--- config.mk ---
export PLATFORM = sky130hd
export DESIGN_NAME = hex_scan_display
export DESIGN_NICKNAME = d
export VERILOG_FILES = /design/src/rtl/hexdisplay_pkg.sv /design/src/rtl/hex_seg_decode.sv /design/src/rtl/hex_scan_display.sv
export SDC_FILE = /design/constraint.sdc
export NUM_CORES = 1
export LEC_CHECK = 0
export BUFFER_PORTS_ARGS = -buffer_cell sky130_fd_sc_hd__buf_2
export CAP_MARGIN = 20
export CORE_MARGIN = 1.5
export CORE_UTILIZATION = 45
export CTS_CLUSTER_SIZE = 25
export DETAILED_ROUTE_END_ITERATION = 8
export PLACE_DENSITY = 0.65
export SLEW_MARGIN = 20
export SYNTH_ARGS = -nofsm -noshare
export SYNTH_HDL_FRONTEND = slang
export SYNTH_SLANG_ARGS = --single-unit
--- constraint.sdc ---
create_clock -name clk -period 2.4 [get_ports clk]
set_input_delay 0.24 -clock clk [delete_from_list [all_inputs] [get_ports clk]]
set_output_delay 0.24 -clock clk [all_outputs]
set_load 0.005 [all_outputs]
--- src/rtl/hexdisplay_pkg.sv ---
// hexdisplay_pkg: shared constants, glyph table and counter-width helper for hex_scan_display.
package hexdisplay_pkg;
  localparam logic [7:0] SEG_BLANK  = 8'hFF;
  localparam int         SEG_DP_BIT = 7;
  // Active-low a..g patterns for 0..F, indexed by nibble value.
  localparam logic [6:0] GLYPH [16] = '{
    7'h40, 7'h79, 7'h24, 7'h30, 7'h19, 7'h12, 7'h02, 7'h78,
    7'h00, 7'h10, 7'h08, 7'h03, 7'h27, 7'h21, 7'h06, 7'h0E
  };
  function automatic int cnt_width(input int n);
    return (n < 2) ? 1 : $clog2(n);
  endfunction
endpackage

--- src/rtl/hex_seg_decode.sv ---
// hex_seg_decode: combinational nibble to active-low seven-segment glyph.
module hex_seg_decode
  import hexdisplay_pkg::*;
(
  input  logic [3:0] nib,
  output logic [6:0] glyph
);
  assign glyph = GLYPH[nib];
endmodule

--- src/rtl/hex_scan_display.sv ---
// hex_scan_display: time-multiplexed common-anode hex display scanner.
// Define HEXSCAN_LZB_EN to enable leading-zero blanking.
module hex_scan_display
  import hexdisplay_pkg::*;
#(
  parameter int NDIGITS = 4,
  parameter int DIV     = 50000
) (
  input  logic                   clk,
  input  logic                   rst_n,
  input  logic [4*NDIGITS-1:0]   value,
  input  logic [NDIGITS-1:0]     dp,
  input  logic                   load,
  output logic [7:0]             seg,
  output logic [NDIGITS-1:0]     an
);
  localparam int CW = cnt_width(DIV);
  localparam int IW = cnt_width(NDIGITS);
  logic [CW-1:0]          cnt;
  logic [IW-1:0]          idx;
  logic [4*NDIGITS-1:0]   sh_val;
  logic [NDIGITS-1:0]     sh_dp;
  logic [NDIGITS-1:0]     blank;
  logic [3:0]             nib;
  logic                   dp_sel;
  logic                   blank_sel;
  logic [6:0]             glyph;
  logic [7:0]             seg_d;
  logic                   wrap;
  assign wrap = (cnt == CW'(DIV - 1));
  always_comb begin
    nib       = 4'h0;
    dp_sel    = 1'b0;
    blank_sel = 1'b0;
    for (int i = 0; i < NDIGITS; i++)
      if (idx == IW'(i)) begin
        nib       = sh_val[4*i +: 4];
        dp_sel    = sh_dp[i];
        blank_sel = blank[i];
      end
  end
`ifdef HEXSCAN_LZB_EN
  // A digit blanks only if it and every digit above it are zero; digit 0 always shows.
  logic lead;
  always_comb begin
    blank = '0;
    lead  = 1'b1;
    for (int i = NDIGITS - 1; i > 0; i--) begin
      lead     = lead & (sh_val[4*i +: 4] == 4'h0);
      blank[i] = lead;
    end
  end
`else
  assign blank = '0;
`endif
  hex_seg_decode u_dec (
    .nib   (nib),
    .glyph (glyph)
  );
  always_comb begin
    seg_d             = {1'b1, blank_sel ? 7'h7F : glyph};
    seg_d[SEG_DP_BIT] = ~dp_sel;
  end
  // seg/an are built from the pre-edge idx, so they trail idx by one edge together.
  always_ff @(posedge clk or negedge rst_n) begin
    if (!rst_n) begin
      cnt    <= '0;
      idx    <= '0;
      sh_val <= '0;
      sh_dp  <= '0;
      seg    <= SEG_BLANK;
      an     <= '1;
    end else begin
      if (load) begin
        sh_val <= value;
        sh_dp  <= dp;
      end
      cnt <= wrap ? '0 : cnt + CW'(1);
      if (wrap) idx <= (idx == IW'(NDIGITS - 1)) ? '0 : idx + IW'(1);
      seg <= seg_d;
      an  <= ~(NDIGITS'(1) << idx);
    end
  end
endmodule

### Word-level counts from Yosys, hierarchy flattened

Memory sizes are Yosys's and may differ from the RTL's. A register that Yosys moved wholly into a read port is not among the register bits.
Cells that the tools add are included.

| word-level totals | value |
|---|---|
| register bits after elaboration | 50 |
| ROM bits | 112 |
| input port bits | 23 |
| output and inout port bits | 12 |
| memories | 1 |

Memory list:

| memory | depth | width | rd ports | clocked after Yosys merged registers in | write ports | line | RTL |
|---|---|---|---|---|---|---|---|
| (name not given) | 16 | 7 | 1 | 1 | 0 | hex_seg_decode.sv:8 | `assign glyph = GLYPH[nib];` |

| cells by class | value |
|---|---|
| add/subtract/negate cells | 2 |
| magnitude comparators | 1 |
| equal/unequal tests | 4 |
| shift-type cells | 1 |
| mux-type cells | 12 |
| bitwise gates (word level) | 3 |
| reduce and logical (&&, ||, !) cells | 2 |

Operators by type and width:

| operator | number |
|---|---|
| adder 16 x 1 -> 16 bit, second input constant | 1 |
| equality test 16 bit, second input constant | 1 |
| 2-to-1 mux 16 bit | 1 |
| 2-to-1 mux 4 bit | 4 |
| 2-to-1 mux 7 bit | 2 |
| >= comparator 5 bit, second input constant | 1 |
| NOT 4 -> 5 bit | 1 |
| equality test 2 bit, second input constant | 2 |
| 2-to-1 mux 1 bit | 4 |
| NOT 4 bit | 1 |
| left shift 1 x 2 -> 4 bit, first input constant | 1 |
| adder 2 x 1 -> 2 bit, second input constant | 1 |
| equality test 2 x 1 -> 1 bit, second input constant | 1 |
| logical NOT 2 bit | 1 |
| 2-to-1 mux 2 bit | 1 |
| logical NOT 1 bit | 1 |
| NOT 1 bit | 1 |

### Logic depth before layout (Yosys ltp)

| logic depth | value |
|---|---|
| depth in word-level cells | 9 |
| depth in mapped cells | 10 |

### Hierarchy

From an unflattened synthesis, not the netlist that was laid out.

| unflattened totals | value |
|---|---|
| cells, all modules | 194 |
| area, all modules | 2,312.2 um^2 |

Modules (own cells, without submodules):

| module | instances | cells an instance | area an instance (um^2) | seq. area each (um^2) |
|---|---|---|---|---|
| hex_scan_display | 1 | 165 | 2,072.0 | 1,266.2 |
| hex_seg_decode | 1 | 29 | 240.2 | 0.0 |

### Worst setup path after synthesis

Ideal clock, no wire load.

| path | value |
|---|---|
| kind | reg2reg |
| start point | register idx[0] |
| end point | register seg[1] |
| setup time | 0.075 ns |
| data arrival time | 2.010 ns |
| slack | 0.315 ns |
| stages on the path, launching flop included | 9 |
| path buffers | 0 |
| cells stage by stage | dfrtp_1 -> inv_1 -> ha_1 -> nor2_1 -> a21o_1 -> inv_1 -> ha_1 -> mux2_2 -> mux2i_1 |

| between the ends | value |
|---|---|
| word-level cells in the longest chain between the ends | 6 |

Ends and longest elaborated chain:

| item | line | RTL |
|---|---|---|
| start, declared | hex_scan_display.sv:20 | `logic [IW-1:0] idx;` |
| start signal, assigned | hex_scan_display.sv:79 | `if (wrap) idx <= (idx == IW'(NDIGITS - 1)) ? '0 : idx + IW'(1);` |
| logical NOT 2 bit | hex_scan_display.sv:36 | `if (idx == IW'(i)) begin` |
| 2-to-1 mux 4 bit (3 in series) | hex_scan_display.sv:36 |  |
| 2-to-1 mux 4 bit * | hex_scan_display.sv:36 |  |
| NOT 4 -> 5 bit (not written as such) * | hex_seg_decode.sv:8 |  |
| end, declared | hex_scan_display.sv:14 | `output logic [7:0] seg,` |

Mark *: on every way between the ends. The rest lies on a longest branch, timed or not.
A chain may end at the register's enable or synchronous reset.

### Worst setup path in the final report

| path | value |
|---|---|
| start point | register idx[0] |
| end point | register seg[4] |

The elaborated chain is that of the path after synthesis.

==> results.env <==
NUMPLACEDINSTANCES=292
MIN_PATH_TYPE='in2async'
MIN_PERIOD_OVER_PERIOD_PCT=91.81
DP_WIRELENGTH_MM=2.866
SLEW_VIOL_FINAL=0
R2R_CELLS=9
DRT_DRC_VIOLATIONS_LEFT=0
WORST_SETUP_PATH_START_KIND='flop'
POSTSYNTHCELLCOUNT=188
STATUS='complete, no violations'
PORT_BUFFERS=34
CTS_TREE='done'
CLKSLEWWORSTSETUPHOLDPATHS_NS=0.09
CRIT_TYPE='reg2reg'
WORST_SLEW_PIN_SLEW_NS=0.6152
GRT_MAX_DEGREE=51
GRT_PASS1_WL_MM=6.879
DETAILED_ROUTER_S_FIRST_ITERATION_VIOLATION_COUNT=35
POWER.DENSITY_nW_PER_UM2=596.5
WORSTSETUPENDPOINTTYPE='flop'
MAX_STAGE_DELAY_NS=0.41
SYNTH-WARNING-COUNT=0
TOTAL_TRACK_USAGE_PCT=16.67
UNREPAIRED_SETUP_ENDPOINTS_AFTER_GLOBAL_ROUTING='no'
ROUTED_WIRELENGTH_MM=3.981
REGTOREGENDPOINT='seg[4]$_DFF_PN1_'
REGISTER_AREA_SHARE_AFTER_SYNTHESIS_PCT=54.12
CTS_MADE_BUFFERS=5
GRT_OVERFLOW_TOTAL=0
SYNTH.NET_COUNT=223
TIMING.FMAX_MHz=453.8
ROOT_BUFFER='clkbuf_8'
CRITICAL_PATH.MAX_FANOUT=7
REPORT.FINAL.SETUP_VIOL=0
PLACEDINSTANCEAREA_UM2=2601
CRIT_PATH_CELL_TRACE='inv_1 -> ha_1 -> nor2b_2 -> a22oi_1 -> a21o_1 -> buf_4 -> ha_1 -> mux2_2 -> o21a_1'
FINAL-HOLD-VIOLATION-COUNT=0
CRIT_BUF_INV=2
POWER.LEAKAGE_nW=1.254
WORST_SKEW_PAIR.LATE_LATENCY_NS=0.30
FIRST_PASS_ITERS=4
IO-PIN-COUNT=35
CORE_REGION_AREA_UM2=5075
CELL_FAMILY_WITH_MOST_CP_DELAY='compound AO/OA/AOI/OAI gates'
POST_SYNTH_NUM_CELL_TYPES=35
NUM_ROWS=26
UTILIZATION_PCT=53.13
ANTENNA-DIODE-COUNT=0
SOURCE_OF_THE_WORST_REGISTER_TO_REGISTER_TIMING_PATH='idx[0]$_DFFE_PN0N_'
LAYOUT-DRIVE-GT1-SHARE_PCT=38.70
WIRE_PER_INST_UM=13.27
ROUTE.DETAILED.VIAS_PER_INST=4.987
WORST-R2R-SETUP-SLACK_NS=0.20
FIN_CELLS=300
CTS.PATH.MAX_BUFFERS=2
SYNTHESIZED_AREA_UM2=2340
SYNTH_AREA_PER_CELL_UM2=12.45
CAP_VIOL_MAX_COUNT=0
POSTSYNTHREGISTERBITS=50
START_UTIL_PCT=46.10
NETS=264
FILLER_CELL_COUNT=469
FIRST_GLOBAL_VIAS=1485
ANTENNA_LEFT=0
WORSTPATHARRIVAL_NS=2.44
FP.DIEAREA_UM2=5641
ANTENNA_FOUND_INITIAL=0
CLOCK_SKEW_NS=0.005039
GP_CONGESTION=0.7828
VIA_COUNT=1496
IRDROPWORSTVDD_mV=0.3953
FP.DIEW_UM=75.11
SLOWEST_CELL_ON_THE_CRITICAL_PATH='dfrtp_1'
HTREEDEPTH=2
REQUIRED_NS=2.63
AREA_GROWTH_PCT=15.24
CRIT_TOP_CELL='ha_1'
TIMING.SETUP.TNS_NS=0
MAX_SLEW_MARGIN_PCT=58.98
PERIOD_MINUS_SLACK_NS=2.204
AREA_OF_THE_MULTI_INPUT_GATES_UM2=1018
CLOCK_SINK_COUNT=50
SEQ_AREA_UM2=1266
DESIGN_AREA_UM2=2696
POST_CTS_HOLD_BUFFER_COUNT=0
DIE_H_UM=75.11
==> report_power, final <==
part	switching [W]	leakage, nW	internal, W
Combinational	0.0000954	0.612	0.000104
Sequential	0.0000248	0.597	0.000913
Clock	0.000265	0.0452	0.000206
==> per-layer routing <==
| metal | GRT usage, % | wire, um | up-vias |
|---|---|---|---|
| met5 | 0 | 0 | - |
| met4 | 6.061 | 55 | 0 |
| met3 | 4.016 | 109 | 7 |
| met2 | 27.93 | 1931 | 23 |
| met1 | 21.04 | 1885 | 735 |
| li1 | - | - | 731 |
==> repair_timing <==
item / CTS / global route
endpoints found under the setup margin: 0 / 1
gates resized for setup: 0 / 2
setup buffers: 0 / 0
==> final cells by class <==
class	count	area share (%)
clock buffers	6	2.691
well taps	70	3.248
flip-flops and latches	50	46.96
multi-input cells	124	37.77
repair buffers	38	7.425
inverters	10	1.392
clock inverters	2	0.5104
==> logic make-up after synthesis <==
logic type	share of synthesized area, %
DFF	54.12
and+or+nand+nor	10.91
muxes	14.44
AOI/OAI and AO/OA	6.150
xor gates and xnor gates	5.241
buffers and inverters	2.728
adders and majority gates	6.417
==> flip-flops by register name, indices dropped and copies added, names as in the netlist <==
name    flops
cnt        16
sh_val     16
seg         8
an          4
sh_dp       4
idx         2
==> cells in the mapped netlist, drive strengths merged <==
cell      n  share of area, %
o21ai     4               1.2
buf       2              0.80
mux2i     9               3.9
mux2     22                11
a221oi    1              0.37
nand2    10               1.6
xnor2     7               2.6
clkbuf    2              0.32
nor3      3              0.64
a21o      1              0.32
o21a      1              0.32
o22ai     4               1.1
nand2b    1              0.27
dfrtp    38                41
a31oi     1              0.27
nor4b     1               1.0
a22oi     3              0.96
dfstp    12                13
nand4     3              0.80
or4b      1              0.59
xor2      7               2.6
nor2     15               2.4
and4      2              0.80
nor2b     2              0.64
nand3    10               2.1
o2bb2ai   1              0.37
inv      10               1.6
a21oi     3               1.3
ha       12               6.4
==> worst register-to-register path: stages (launching register included) <==
cell	delay, ns
dfrtp_1	0.41
inv_1	0.13
ha_1	0.23
nor2b_2	0.23
a22oi_1	0.10
a21o_1	0.20
buf_4	0.16
ha_1	0.23
mux2_2	0.28
o21a_1	0.17
==> metrics by stage <==
stage	hold slack [ns]	total power (W)	worst slack (ns)
5_1_grt	0.08883	0.001695	0.002589
3_3_place_gp	0.3840	0.001154	0.1902
4_1_cts	0.05112	0.001633	0.06245
2_1_floorplan	-0.05559	0.001070	0.3148
6_report	0.03634	0.001608	0.1964
3_5_place_dp	0.3804	0.001157	0.1259
==> worst max-delay path by stage <==
| stage | from | end | slack (ns) | cells past startpoint |
|---|---|---|---|---|
| 2_1_floorplan | idx[0]$_DFFE_PN0N_ | seg[1]$_DFF_PN1_ | 0.31 | 8 |
| 3_3_place_gp | idx[0]$_DFFE_PN0N_ | seg[1]$_DFF_PN1_ | 0.19 | 9 |
| 3_5_place_dp | idx[0]$_DFFE_PN0N_ | seg[1]$_DFF_PN1_ | 0.13 | 9 |
| 4_1_cts | idx[0]$_DFFE_PN0N_ | seg[1]$_DFF_PN1_ | 0.06 | 9 |
| 5_1_grt | idx[0]$_DFFE_PN0N_ | seg[1]$_DFF_PN1_ | 0.003 | 9 |
| 6_report | idx[0]$_DFFE_PN0N_ | seg[4]$_DFF_PN1_ | 0.20 | 9 |
==> cells in the final DEF, fill, tap and decap left out, drive strengths merged, types with 3 or more instances in the layout <==
| master | netlist | layout |
|---|---|---|
| a22oi | 3 | 3 |
| buf | 2 | 38 |
| inv | 10 | 10 |
| o21ai | 4 | 4 |
| nand2 | 10 | 10 |
| o22ai | 4 | 4 |
| mux2 | 22 | 22 |
| nor3 | 3 | 3 |
| xnor2 | 7 | 7 |
| nand4 | 3 | 3 |
| xor2 | 7 | 7 |
| clkbuf | 2 | 6 |
| dfrtp | 38 | 38 |
| dfstp | 12 | 12 |
| nor2 | 15 | 15 |
| ha | 12 | 12 |
| a21oi | 3 | 3 |
| nand3 | 10 | 10 |
| mux2i | 9 | 9 |
Power figures use the tool's default switching activity.
